### src/rtl/apb_fabric_verif_param_pkg.sv
// rtl/apb_fabric_verif_param_pkg.sv - project-wide APB fabric address/data widths
package apb_fabric_verif_param_pkg;
  localparam int PADDR = 32;
  localparam int PDATA = 32;
endpackage

### src/rtl/apb_fabric_arbiter.sv
// rtl/apb_fabric_arbiter.sv - N-to-1 round-robin APB arbiter with registered
// downstream SETUP/ACCESS sequencing and PREADY timeout.
module apb_fabric_arbiter #(
  parameter int NREQ    = 4,
  parameter int PADDR   = apb_fabric_verif_param_pkg::PADDR,
  parameter int PDATA   = apb_fabric_verif_param_pkg::PDATA,
  parameter int TIMEOUT = 256
) (
  input  logic                    PCLK,
  input  logic                    PRESETn,
  input  logic [NREQ-1:0]         s_psel,
  input  logic [NREQ-1:0]         s_penable,
  input  logic [NREQ-1:0]         s_pwrite,
  input  logic [NREQ*PADDR-1:0]   s_paddr,
  input  logic [NREQ*PDATA-1:0]   s_pwdata,
  output logic [PDATA-1:0]        s_prdata,
  output logic [NREQ-1:0]         s_pready,
  output logic [NREQ-1:0]         s_pslverr,
  output logic                    m_psel,
  output logic                    m_penable,
  output logic                    m_pwrite,
  output logic [PADDR-1:0]        m_paddr,
  output logic [PDATA-1:0]        m_pwdata,
  input  logic [PDATA-1:0]        m_prdata,
  input  logic                    m_pready,
  input  logic                    m_pslverr,
  output logic [$clog2(NREQ)-1:0] grant_id
);
  localparam int IW      = $clog2(NREQ);
  localparam int TW      = (TIMEOUT > 0) ? $clog2(TIMEOUT + 1) : 1;
  localparam int TO_LAST = (TIMEOUT > 0) ? TIMEOUT - 1 : 0;
  localparam int TO_SAT  = (TIMEOUT > 0) ? TIMEOUT : 1;

  typedef enum logic [1:0] {S_IDLE, S_SETUP, S_ACCESS, S_RESP} state_t;

  state_t            r_state;
  logic [IW-1:0]     r_rr_ptr;
  logic [IW-1:0]     r_grant;
  logic              r_pwrite;
  logic [PADDR-1:0]  r_paddr;
  logic [PDATA-1:0]  r_pwdata;
  logic              r_m_psel;
  logic              r_m_penable;
  logic [TW-1:0]     r_to_cnt;
  logic [NREQ-1:0]   r_s_pready;
  logic [NREQ-1:0]   r_s_pslverr;
  logic [PDATA-1:0]  r_s_prdata;

  logic              w_found;
  logic [IW-1:0]     w_winner;
  logic [IW:0]       w_scan;
  logic              w_sel_write;
  logic [PADDR-1:0]  w_sel_addr;
  logic [PDATA-1:0]  w_sel_wdata;
  logic [IW-1:0]     w_next_ptr;
  logic [NREQ-1:0]   w_onehot;
  logic              w_to_hit;
  logic              w_unused;

  // Scan starts at rr_ptr and wraps, so the last winner is searched last.
  always_comb begin
    w_found  = 1'b0;
    w_winner = '0;
    w_scan   = '0;
    for (int k = 0; k < NREQ; k++) begin
      w_scan = {1'b0, r_rr_ptr} + (IW + 1)'(k);
      if (w_scan >= (IW + 1)'(NREQ)) w_scan = w_scan - (IW + 1)'(NREQ);
      if (!w_found && s_psel[w_scan[IW-1:0]]) begin
        w_found  = 1'b1;
        w_winner = w_scan[IW-1:0];
      end
    end
  end

  always_comb begin
    w_sel_write = 1'b0;
    w_sel_addr  = '0;
    w_sel_wdata = '0;
    for (int i = 0; i < NREQ; i++) begin
      if (IW'(i) == w_winner) begin
        w_sel_write = s_pwrite[i];
        w_sel_addr  = s_paddr[i*PADDR +: PADDR];
        w_sel_wdata = s_pwdata[i*PDATA +: PDATA];
      end
    end
  end

  assign w_next_ptr = (w_winner == IW'(NREQ - 1)) ? '0 : w_winner + IW'(1);
  assign w_onehot   = {{(NREQ-1){1'b0}}, 1'b1} << r_grant;
  assign w_to_hit   = (TIMEOUT != 0) && (r_to_cnt == TW'(TO_LAST));
  assign w_unused   = ^s_penable;

  always_ff @(posedge PCLK or negedge PRESETn) begin
    if (!PRESETn) begin
      r_state     <= S_IDLE;
      r_rr_ptr    <= '0;
      r_grant     <= '0;
      r_pwrite    <= 1'b0;
      r_paddr     <= '0;
      r_pwdata    <= '0;
      r_m_psel    <= 1'b0;
      r_m_penable <= 1'b0;
      r_to_cnt    <= '0;
      r_s_pready  <= '0;
      r_s_pslverr <= '0;
      r_s_prdata  <= '0;
    end else begin
      r_s_pready  <= '0;
      r_s_pslverr <= '0;
      r_s_prdata  <= '0;
      case (r_state)
        S_IDLE: begin
          if (w_found) begin
            r_grant  <= w_winner;
            r_rr_ptr <= w_next_ptr;
            r_pwrite <= w_sel_write;
            r_paddr  <= w_sel_addr;
            r_pwdata <= w_sel_wdata;
            r_m_psel <= 1'b1;
            r_state  <= S_SETUP;
          end
        end
        S_SETUP: begin
          r_m_penable <= 1'b1;
          r_to_cnt    <= '0;
          r_state     <= S_ACCESS;
        end
        S_ACCESS: begin
          // m_pready takes priority over a timeout in the same cycle.
          if (m_pready) begin
            r_s_prdata  <= r_pwrite ? '0 : m_prdata;
            r_s_pslverr <= w_onehot & {NREQ{m_pslverr}};
            r_s_pready  <= w_onehot;
            r_m_psel    <= 1'b0;
            r_m_penable <= 1'b0;
            r_state     <= S_RESP;
          end else if (w_to_hit) begin
            r_s_pslverr <= w_onehot;
            r_s_pready  <= w_onehot;
            r_m_psel    <= 1'b0;
            r_m_penable <= 1'b0;
            r_state     <= S_RESP;
          end else if (r_to_cnt != TW'(TO_SAT)) begin
            r_to_cnt <= r_to_cnt + TW'(1);
          end
        end
        S_RESP:  r_state <= S_IDLE;
        default: r_state <= S_IDLE;
      endcase
    end
  end

  assign m_psel    = r_m_psel;
  assign m_penable = r_m_penable;
  assign m_pwrite  = r_m_psel & r_pwrite;
  assign m_paddr   = r_m_psel ? r_paddr : '0;
  assign m_pwdata  = r_m_psel ? r_pwdata : '0;
  assign s_pready  = r_s_pready;
  assign s_pslverr = r_s_pslverr;
  assign s_prdata  = r_s_prdata;
  assign grant_id  = r_grant;
endmodule

### config.mk
export PLATFORM = sky130hd
export DESIGN_NAME = apb_fabric_arbiter
export DESIGN_NICKNAME = d
export VERILOG_FILES = /design/src/rtl/apb_fabric_verif_param_pkg.sv /design/src/rtl/apb_fabric_arbiter.sv
export SDC_FILE = /design/constraint.sdc
export NUM_CORES = 1
export LEC_CHECK = 0
export CORE_ASPECT_RATIO = 0.5
export CORE_MARGIN = 4
export CORE_UTILIZATION = 40
export CTS_BUF_LIST = sky130_fd_sc_hd__clkbuf_8
export DETAILED_ROUTE_END_ITERATION = 12
export PLACE_DENSITY = 0.81
export SLEW_MARGIN = 20
export SYNTH_ARGS = -nofsm -noshare
export SYNTH_HDL_FRONTEND = slang
export SYNTH_SLANG_ARGS = --single-unit
### constraint.sdc
create_clock -name PCLK -period 2.64 [get_ports PCLK]
set_input_delay 0.528 -clock PCLK [delete_from_list [all_inputs] [get_ports PCLK]]
set_output_delay 0.528 -clock PCLK [all_outputs]
set_load 0.05 [all_outputs]
==> metrics.md, run 1 <==
| Metric | Value |
|---|---|
| Worst path cell trace | `clkdlybuf4s50_1 > and2_1 > o21ai_0 > and3_1 > ha_4 > buf_12 > a21oi_1 > a221o_1 > a21oi_1` |
| Chip Width | `199 µm` |
| Vias in the first global route | `7812` |
| CTS tree | `done` |
| Routed wl met2 | `15.3 mm` |
| Slew HR | `0.590` |
| Worst EP required | `2.99 ns` |
| Critical path class | `in -> reg` |
| Top Metal Used | `met4` |
| Die H | `103 µm` |
| Htree depth | `4` |
| Clock Skews | `0.0155 ns` |
| Min cycle time layout | `2.39 ns` |
| Setup TNS | `0 ns` |
| PostCTS Resize Cnt | `0` |
| Leakage | `5.48 nW` |
| Clock root buffer | `clkbuf_8` |
| RR Endpoint | `r_to_cnt[7]` |
| Pwr/cell area | `1210 nW/µm²` |
| Avg Synthesized Cell Area | `8.49 µm²` |
| Gpl congestion | `0.899` |
| Drt via density | `5.41` |
| Die ar. | `20600 µm²` |
| DRT Wirelength | `29.3 mm` |
| Post-Synth Adder-Cell Area | `0.0189` |
| Post-synth cell types | `41` |
| Post-route insts no fill | `1500` |
| Final Hold Viols | `0` |
| Post-Synth XOR/XNOR Area | `0` |
| Startpoint Class | `input pin` |
| Synth Net Count | `1174` |
| Seq/Total Area, Yosys | `0.419` |
| IO Count | `413` |
| Grt ovf | `0` |
| Via Count | `8119` |
| N_diodes | `0` |
| Yosys Warn Count | `0` |
| Commonest cells after routing, fill and taps aside | `341 x clkdlybuf4s50_1, 199 x a21oi_1, 121 x dfrtp_1` |
| Post-DP HPWL | `22.2 mm` |
| Max Cap Violations | `0` |
| Worst-Skew Late Latency | `0.43 ns` |
| Outcome | `finished, final reports clean` |
| Largest net degree at the start of global routing | `65` |
| First-pass GRT wire length | `43.2 mm` |
| Final Max Slew Viols | `0` |
| F_max | `0.418 GHz` |
| Worst r2r src | `r_to_cnt[0]` |
| Storage cell area | `3050 µm²` |
| Post-route ant nets | `0` |
| Fill cell count | `1293` |
| Area of the multi-input gates | `3720 µm²` |
| Metal1 wirelength | `11.8 mm` |
| Routed length per instance | `19.5 µm` |
| DRC | `0` |
| Worst EP arrival | `2.74 ns` |
| Crit end category | `flip-flop` |
| CP max-delay cell | `clkdlybuf4s50_1` |
| Final period utilization | `0.906` |
| Post CTS Setup Buffer Count | `0` |
| Setup violators final | `0` |
| Simple-Gate Fraction of Synth Area | `0.221` |
| CTS Sinks | `122` |
| Clk slew on worst S/H paths | `0.09 ns` |
| Initial Utilization | `0.414` |
| Crit-path most repeated cell | `a21oi_1` |
| Internal reg-to-reg setup slack | `0.27 ns` |
| Mux contribution to synthesized area | `0.00978` |
| Worst vdd ir | `0.000655 V` |
| # rows | `34` |
| Num CTS Buffers | `17` |
| Post-CTS Hold Buffers | `0` |
| Share of cells above drive strength 1 | `0.120` |
| Design Power | `0.0157 W` |
| RSZ-0062 raised after global routing | `false` |
| Initial antenna violation count | `0` |
| IO buf count | `408` |
| Core ar. | `17600 µm²` |
| Commonest non-fill, non-tap cell in the layout | `clkdlybuf4s50_1` |
| Async SR Flop Fraction | `1.00` |
| Worst hold path class | `in -> async` |
| Number of synthesized flops with an enable pin | `0` |
| Nets | `1568` |
| Top_reg_cell synth | `dfrtp_1` |
| R2R depth | `7` |
| Largest family of logic cells by synthesized area | `compound AO/OA/AOI/OAI gates` |
| First-iteration detailed-routing DRC count | `519` |
| Synth-to-Final Area Change | `77.7%` |
| Post-Syn Instances | `859` |
| Least-Margin Pin Slew | `0.610 ns` |
| Tot GR Track Use | `0.269` |
| DP Cell Count | `1468` |
| Clock Tree Buf Depth | `2` |
| Wire length on met3 | `1.60 mm` |
| Yosys reg bits | `122` |
| Drt pass-1 iters | `7` |
| Worst-path fanout max | `56` |
| Worst path max stage delay | `0.42 ns` |
| Netlist Area Pre-Place | `7290 µm²` |
| Synth Area in Compound Gates | `0.253` |
[area by class of cell]
type	count	share of cell area
Multi-Input combinational cell	587	0.287
Inverter	74	0.0214
Clock inverter	14	0.00937
Clock buffer	18	0.0191
Sequential cell	122	0.236
Timing Repair Buffer	451	0.404
Tap cell	234	0.0226
[worst max-delay path: cells and delay by family]
| family | cells | cell delay [ns] |
|---|---|---|
| buffers and inverters | 2 | 0.67 |
| AND/OR/NAND/NOR | 2 | 0.44 |
| adder cells (fa/ha/maj) | 1 | 0.20 |
| AO/OA/AOI/OAI | 4 | 0.89 |
[sequential cells by signal (all words and copies together), names as in the netlist]
register and flops:
grant_id 2, m_penable 1, m_psel 1, r_paddr 32
r_pwdata 32, r_pwrite 1, r_rr_ptr 2, r_state 2
r_to_cnt 9, s_prdata 32, s_pready 4, s_pslverr 4
[metrics by stage]
stage	instance area [µm²]	util	worst slack [ns]	hold slack (ns)
floorplan	7290	-	0.293	0.232
global placement	12600	0.715	-0.0407	0.471
detailed placement	12600	0.715	-0.169	0.478
CTS	13000	0.736	0.281	0.0603
global route	13000	0.736	0.110	0.0746
finish	13000	0.736	0.249	0.0574
[per-layer routing]
metal	up-vias	GRT usage
li1	3790	-
met4	0	0.0720
met2	302	0.486
met3	39	0.0414
met5	-	0
met1	3988	0.343
[synthesized netlist by cell type, drive strengths merged, types with 4 or more instances]
master  instances  share of area
mux2i           6         0.0082
a21boi          4         0.0041
o21ai           6         0.0041
nand3b         66          0.068
buf            12         0.0070
clkbuf         64          0.033
ha             11          0.019
inv            74          0.038
a21oi         199           0.14
a221o          65          0.089
dfrtp         122           0.42
and2          100          0.086
nand2          14         0.0072
nor2           75          0.039
nand3           4         0.0027
o31ai           4         0.0041
nand2b          4         0.0034
[cell families (layout without fill, tap and decap cells)]
logic type,count (synthesis),after routing
muxes,7,7
adders and majority gates,11,11
and+or+nand+nor,279,279
DFF,122,122
AOI/OAI and AO/OA,290,290
buffers and inverters,150,557
[power by group]
part / leakage, nW / switching [W] / internal [W]
Combinational: 3.78 / 0.00608 / 0.00505
Sequential: 1.51 / 0.000404 / 0.00256
Clock: 0.191 / 0.000837 / 0.000773
[worst max path at each step]
stage | from | end | slack, ns | cells after the start
floorplan | s_psel[0] | r_paddr[0] | 0.29 | 9
global placement | s_psel[0] | r_pwdata[4] | -0.04 | 9
detailed placement | s_psel[0] | r_pwdata[30] | -0.17 | 9
CTS | r_to_cnt[0] | r_to_cnt[7] | 0.28 | 7
global route | s_psel[0] | r_pwdata[4] | 0.11 | 9
finish | s_psel[0] | r_pwdata[30] | 0.25 | 9
Note: power is estimated with default switching activity, not from simulation.
==> run 2, diff against run 1 <==
--- a/config.mk
+++ b/config.mk
@@ -5,12 +5,11 @@
 export SDC_FILE = /design/constraint.sdc
 export NUM_CORES = 1
 export LEC_CHECK = 0
-export CORE_ASPECT_RATIO = 0.5
-export CORE_MARGIN = 4
-export CORE_UTILIZATION = 40
+export CORE_AREA = 2 2 160 162
 export CTS_BUF_LIST = sky130_fd_sc_hd__clkbuf_8
 export DETAILED_ROUTE_END_ITERATION = 12
-export PLACE_DENSITY = 0.81
+export DIE_AREA = 0 0 162 164
+export PLACE_DENSITY = 0.62
 export SLEW_MARGIN = 20
 export SYNTH_ARGS = -nofsm -noshare
 export SYNTH_HDL_FRONTEND = slang
==> metrics.md, run 2 (synthesis results as in run 1) <==
| Metric | Value |
|---|---|
| Outcome | `finished, final reports clean (unchanged)` |
| Post-layout instance area | `12500 µm² (was 13000 µm²)` |
| Clock Skews | `0.0132 ns (was 0.0155 ns)` |
| Drt via density | `4.91 (was 5.41)` |
| Top Metal Used | `met4 (unchanged)` |
| Num CTS Buffers | `17 (unchanged)` |
| Post-CTS Hold Buffers | `0 (unchanged)` |
| Nets | `1586 (was 1568)` |
| Largest net degree at the start of global routing | `55 (was 65)` |
| Sw Ratio | `0.489 (was 0.466)` |
| Synth-to-Final Area Change | `71.5% (was 77.7%)` |
| Final Hold Viols | `0 (unchanged)` |
| Crit end category | `output port (was flip-flop)` |
| Commonest cells after routing, fill and taps aside | `346 x clkdlybuf4s50_1, 199 x a21oi_1, 121 x dfrtp_1 (was 341 x clkdlybuf4s50_1, 199 x a21oi_1, 121 x dfrtp_1)` |
| Share of cells above drive strength 1 | `0.128 (was 0.120)` |
| Util after Layout | `0.504 (was 0.736)` |
| First-pass GRT wire length | `43.0 mm (was 43.2 mm)` |
| Max Cap Violations | `0 (unchanged)` |
| Via Count | `7937 (was 8119)` |
| Least-Margin Pin Slew | `0.562 ns (was 0.610 ns)` |
| Clk slew on worst S/H paths | `0.08 ns (was 0.09 ns)` |
| Worst-Skew Late Latency | `0.43 ns (about the same)` |
| Min cycle time layout | `2.39 ns (about the same)` |
| IO Count | `413 (unchanged)` |
| Worst-path fanout max | `9 (was 56)` |
| Area after DPL | `12100 µm² (was 12600 µm²)` |
| Routed wl met2 | `14.9 mm (was 15.3 mm)` |
| First-iteration detailed-routing DRC count | `381 (was 519)` |
| Int Power | `0.00728 W (was 0.00838 W)` |
| Drt pass-1 iters | `4 (was 7)` |
| F_max | `0.419 GHz (was 0.418 GHz)` |
| CTS tree | `done (unchanged)` |
| IO buf count | `408 (unchanged)` |
| Worst vdd ir | `0.000504 V (was 0.000655 V)` |
| Setup violators final | `0 (unchanged)` |
| CP max-delay cell | `clkdlybuf4s50_1 (unchanged)` |
| Worst EP arrival | `1.86 ns (was 2.74 ns)` |
| Tot GR Track Use | `0.209 (was 0.269)` |
| PostCTS Resize Cnt | `0 (unchanged)` |
| # rows | `58 (was 34)` |
| Worst r2r src | `r_to_cnt[0] (unchanged)` |
| Pwr/cell area | `1140 nW/µm² (was 1210 nW/µm²)` |
| Initial antenna violation count | `0 (unchanged)` |
| Post-DP HPWL | `22.1 mm (was 22.2 mm)` |
| Htree depth | `4 (unchanged)` |
| Final Max Slew Viols | `0 (unchanged)` |
| Worst path cell trace | `and2_1 > clkdlybuf4s50_1 (was clkdlybuf4s50_1 > and2_1 > o21ai_0 > and3_1 > ha_4 > buf_12 > a21oi_1 > a221o_1 > a21oi_1)` |
| Setup crit start | `m_psel (was s_psel[0])` |
| Switching power total | `0.00697 W (was 0.00732 W)` |
| Clock Tree Buf Depth | `2 (unchanged)` |
| Grt ovf | `0 (unchanged)` |
| Startpoint Class | `flip-flop (was input pin)` |
| Worst hold path class | `in -> async (unchanged)` |
| Slew HR | `0.621 (was 0.590)` |
| Sequential share of power | `0.206 (was 0.189)` |
| Die H | `164 µm (was 103 µm)` |
| CTS Sinks | `122 (unchanged)` |
| Chip Width | `162 µm (was 199 µm)` |
| Post CTS Setup Buffer Count | `0 (unchanged)` |
| Internal reg-to-reg setup slack | `0.27 ns (about the same)` |
| Clk network pwr share | `0.124 (was 0.103)` |
| Worst EP required | `2.11 ns (was 2.99 ns)` |
| Core ar. | `24800 µm² (was 17600 µm²)` |
| Gate power share | `0.670 (was 0.709)` |
| Routed length per instance | `17.9 µm (was 19.5 µm)` |
| Leakage | `5.34 nW (was 5.48 nW)` |
| Gpl congestion | `0.842 (was 0.899)` |
| Design Power | `0.0142 W (was 0.0157 W)` |
| Commonest non-fill, non-tap cell in the layout | `clkdlybuf4s50_1 (unchanged)` |
| Clock root buffer | `clkbuf_8 (unchanged)` |
| DRC | `0 (unchanged)` |
| Initial Utilization | `0.294 (was 0.414)` |
| Final period utilization | `0.904 (was 0.906)` |
| Worst path max stage delay | `0.81 ns (was 0.42 ns)` |
| DRT Wirelength | `28.8 mm (was 29.3 mm)` |
| RSZ-0062 raised after global routing | `false (unchanged)` |
| Buf+Inv Stages, Crit Path | `1 (was 2)` |
| Critical path class | `reg -> out (was in -> reg)` |
| Post-route ant nets | `0 (unchanged)` |
| Die ar. | `26600 µm² (was 20600 µm²)` |
| Vias in the first global route | `7878 (was 7812)` |
| Wire length on met3 | `2.16 mm (was 1.60 mm)` |
| CP delay by family, top | `buffers and inverters (was compound AO/OA/AOI/OAI gates)` |
| Metal1 wirelength | `11.3 mm (was 11.8 mm)` |
run 2: power groups by stage:
| stage | Combinational [W] | Sequential, W | Clock, W |
|---|---|---|---|
| after floorplan | 0.00586 | 0.00316 | 0 |
| after global placement | 0.00956 | 0.00294 | 0 |
| after detailed placement | 0.00962 | 0.00296 | 0 |
| after CTS | 0.00966 | 0.00293 | 0.00185 |
| after global routing | 0.0103 | 0.00300 | 0.00194 |
| final | 0.00954 | 0.00293 | 0.00177 |
run 2: area by class of cell:
| class | count | area, µm² |
|---|---|---|
| sequential | 122 | 3050 |
| clock buffer | 17 | 234 |
| fill | 2381 | 12300 |
| multi-input combinational | 587 | 3720 |
| clock inverter | 15 | 176 |
| antenna | 1 | 2.50 |
| inverter | 74 | 278 |
| timing repair buffer | 469 | 4630 |
| tap | 330 | 413 |
run 2: worst paths after layout:
path,depth (start not counted),to
max,2,m_paddr[29]
min,1,s_prdata[13]
max reg2reg,7,r_to_cnt[7]
min reg2reg,2,m_penable
max in group asynchronous,2,r_pwdata[21]
min in group PCLK,2,m_penable
run 2: through the flow:
stage	TNS [ns]	hold slack, ns	setup slack (ns)	instances
final	0	0.0444	0.255	1615
after global routing	0	0.0427	0.128	1614
after CTS	0	0.0406	0.199	1614
after detailed placement	-5.92	0.493	-0.167	1582
after global placement	-5.14	0.467	-0.140	1582
after floorplan	0	0.232	0.293	859
run 2: per-layer routing:
layer | GRT usage | vias to the layer above
met3 | 0.0629 | 23
li1 | - | 3823
met1 | 0.235 | 3773
met2 | 0.385 | 318
met5 | 0 | -
met4 | 0.0523 | 0
==> run 3, diff against run 2 <==
--- a/config.mk
+++ b/config.mk
@@ -9,7 +9,6 @@
 export CTS_BUF_LIST = sky130_fd_sc_hd__clkbuf_8
 export DETAILED_ROUTE_END_ITERATION = 12
 export DIE_AREA = 0 0 162 164
-export PLACE_DENSITY = 0.62
 export SLEW_MARGIN = 20
 export SYNTH_ARGS = -nofsm -noshare
 export SYNTH_HDL_FRONTEND = slang
==> metrics.md, run 3 (synthesis results as in run 1) <==
| Metric | Value |
|---|---|
| Outcome | `finished, final reports clean (unchanged)` |
| Post-DP HPWL | `21.3 mm (was 22.1 mm)` |
| Setup violators final | `0 (unchanged)` |
| Core ar. | `24800 µm² (unchanged)` |
| Die H | `164 µm (unchanged)` |
| Metal1 wirelength | `11.8 mm (was 11.3 mm)` |
| Critical path class | `reg -> out (unchanged)` |
| RR Endpoint | `r_paddr[24] (was r_to_cnt[7])` |
| Startpoint Class | `flip-flop (unchanged)` |
| Drt pass-1 iters | `5 (was 4)` |
| Wire length on met3 | `2.17 mm (was 2.16 mm)` |
| Worst EP required | `2.11 ns (about the same)` |
| Internal reg-to-reg setup slack | `0.25 ns (was 0.27 ns)` |
| Area after DPL | `11900 µm² (was 12100 µm²)` |
| Commonest non-fill, non-tap cell in the layout | `clkdlybuf4s50_1 (unchanged)` |
| Top Metal Used | `met4 (unchanged)` |
| Least-Margin Pin Slew | `0.642 ns (was 0.562 ns)` |
| Clock Tree Buf Depth | `2 (unchanged)` |
| Post-route setup slack | `0.0936 ns (was 0.255 ns)` |
| Hold depth | `2` |
| Commonest cells after routing, fill and taps aside | `343 x clkdlybuf4s50_1, 199 x a21oi_1, 121 x dfrtp_1 (was 346 x clkdlybuf4s50_1, 199 x a21oi_1, 121 x dfrtp_1)` |
| RSZ-0062 raised after global routing | `false (unchanged)` |
| Initial Utilization | `0.294 (unchanged)` |
| Post-route insts no fill | `1601 (was 1615)` |
| Pwr/cell area | `1140 nW/µm² (about the same)` |
| Final Hold Viols | `0 (unchanged)` |
| Largest net degree at the start of global routing | `70 (was 55)` |
| First-pass GRT wire length | `43.7 mm (was 43.0 mm)` |
| Die ar. | `26600 µm² (unchanged)` |
| Leakage | `5.27 nW (was 5.34 nW)` |
| Initial antenna violation count | `0 (unchanged)` |
| DP Cell Count | `1567 (was 1582)` |
| # rows | `58 (unchanged)` |
| Num CTS Buffers | `17 (unchanged)` |
| Min cycle time layout | `2.55 ns (was 2.39 ns)` |
| Setup crit start | `m_psel (unchanged)` |
| Routed length per instance | `18.1 µm (was 17.9 µm)` |
| Post CTS Setup Buffer Count | `0 (unchanged)` |
| Final period utilization | `0.965 (was 0.904)` |
| Storage cell area | `3050 µm² (unchanged)` |
| Crit end category | `output port (unchanged)` |
| First-iteration detailed-routing DRC count | `369 (was 381)` |
| Via Count | `7891 (was 7937)` |
| Vias in the first global route | `7850 (was 7878)` |
| Worst hold path class | `reg -> reg (was in -> async)` |
| Synth-to-Final Area Change | `69.4% (was 71.5%)` |
| Hold endpoint | `m_penable` |
| Tot GR Track Use | `0.212 (was 0.209)` |
| Place WS | `-0.206 ns (was -0.167 ns)` |
| DRT Wirelength | `29.0 mm (was 28.8 mm)` |
| R2R depth | `8 (was 7)` |
| F_max | `0.393 GHz (was 0.419 GHz)` |
| IO Count | `413 (unchanged)` |
| Htree depth | `4 (unchanged)` |
| Nets | `1572 (was 1586)` |
| Clock root buffer | `clkbuf_8 (unchanged)` |
| Gpl congestion | `0.811 (was 0.842)` |
| Worst EP arrival | `2.02 ns (was 1.86 ns)` |
| Routed wl met2 | `14.4 mm (was 14.9 mm)` |
| Max Cap Violations | `0 (unchanged)` |
| Slew HR | `0.567 (was 0.621)` |
| Worst vdd ir | `0.000651 V (was 0.000504 V)` |
| Final Max Slew Viols | `0 (unchanged)` |
| Hold_ws | `0.488 ns (was 0.0444 ns)` |
| Worst-path fanout max | `15 (was 9)` |
| Chip Width | `162 µm (unchanged)` |
| Worst hold start | `m_penable` |
| Post-layout instance area | `12400 µm² (was 12500 µm²)` |
| Clock Skews | `0.0182 ns (was 0.0132 ns)` |
| Clk slew on worst S/H paths | `0.09 ns (was 0.08 ns)` |
| DRC | `0 (unchanged)` |
| Share of cells above drive strength 1 | `0.120 (was 0.128)` |
| Worst-Skew Late Latency | `0.45 ns (was 0.43 ns)` |
| CTS Sinks | `122 (unchanged)` |
| Drt via density | `4.93 (was 4.91)` |
| Worst r2r src | `r_rr_ptr[1] (was r_to_cnt[0])` |
| Post-route ant nets | `0 (unchanged)` |
| Grt ovf | `0 (unchanged)` |
| Area of the multi-input gates | `3720 µm² (unchanged)` |
| CTS tree | `done (unchanged)` |
| Setup TNS | `0 ns (unchanged)` |
| IO buf count | `408 (unchanged)` |
| Fill cell count | `2447 (was 2381)` |
run 3: area by class of cell:
| class | instances | share of cell area |
|---|---|---|
| inverters | 74 | 0.0225 |
| diodes | 1 | 0.000203 |
| well taps | 330 | 0.0334 |
| flip-flops and latches | 122 | 0.247 |
| multi-input cells | 587 | 0.301 |
| clock inverters | 15 | 0.0154 |
| repair buffers | 455 | 0.361 |
| clock buffers | 17 | 0.0189 |
run 3: timing repair:
action                                  CTS  global route
resized for setup                         0             1
hold buffers                              1             0
hold endpoints to repair                 38             0
endpoints found under the setup margin    0             1
run 3: how the worst max path moves through the flow:
stage | to | slack [ns] | cells after the start
2_1_floorplan | r_paddr[0] | 0.29 | 9
3_3_place_gp | r_paddr[24] | -0.17 | 9
3_5_place_dp | r_paddr[24] | -0.21 | 9
4_1_cts | m_pwdata[24] | 0.02 | 2
5_1_grt | m_pwdata[7] | 0.008 | 2
6_report | m_pwdata[7] | 0.09 | 2
run 3: metal layers:
metal / vias up / track usage
li1: 3793 / -
met1: 3752 / 0.249
met2: 307 / 0.374
met3: 39 / 0.0576
met4: 0 / 0.0708
met5: - / 0
run 3: critical path: stages, from the launching register on:
cell and delay [ns]:
dfrtp_2 0.57, and2_1 0.20, clkdlybuf4s50_1 0.80
run 3: through the flow:
stage	power, W	util
3_5_place_dp	0.0124	0.480
2_1_floorplan	0.00903	-
5_1_grt	0.0151	0.498
3_3_place_gp	0.0123	0.480
6_report	0.0141	0.498
4_1_cts	0.0143	0.498
run 3: power by group:
group	internal, W	switching, W
clock network	0.000958	0.000900
logic	0.00362	0.00572
registers	0.00255	0.000390
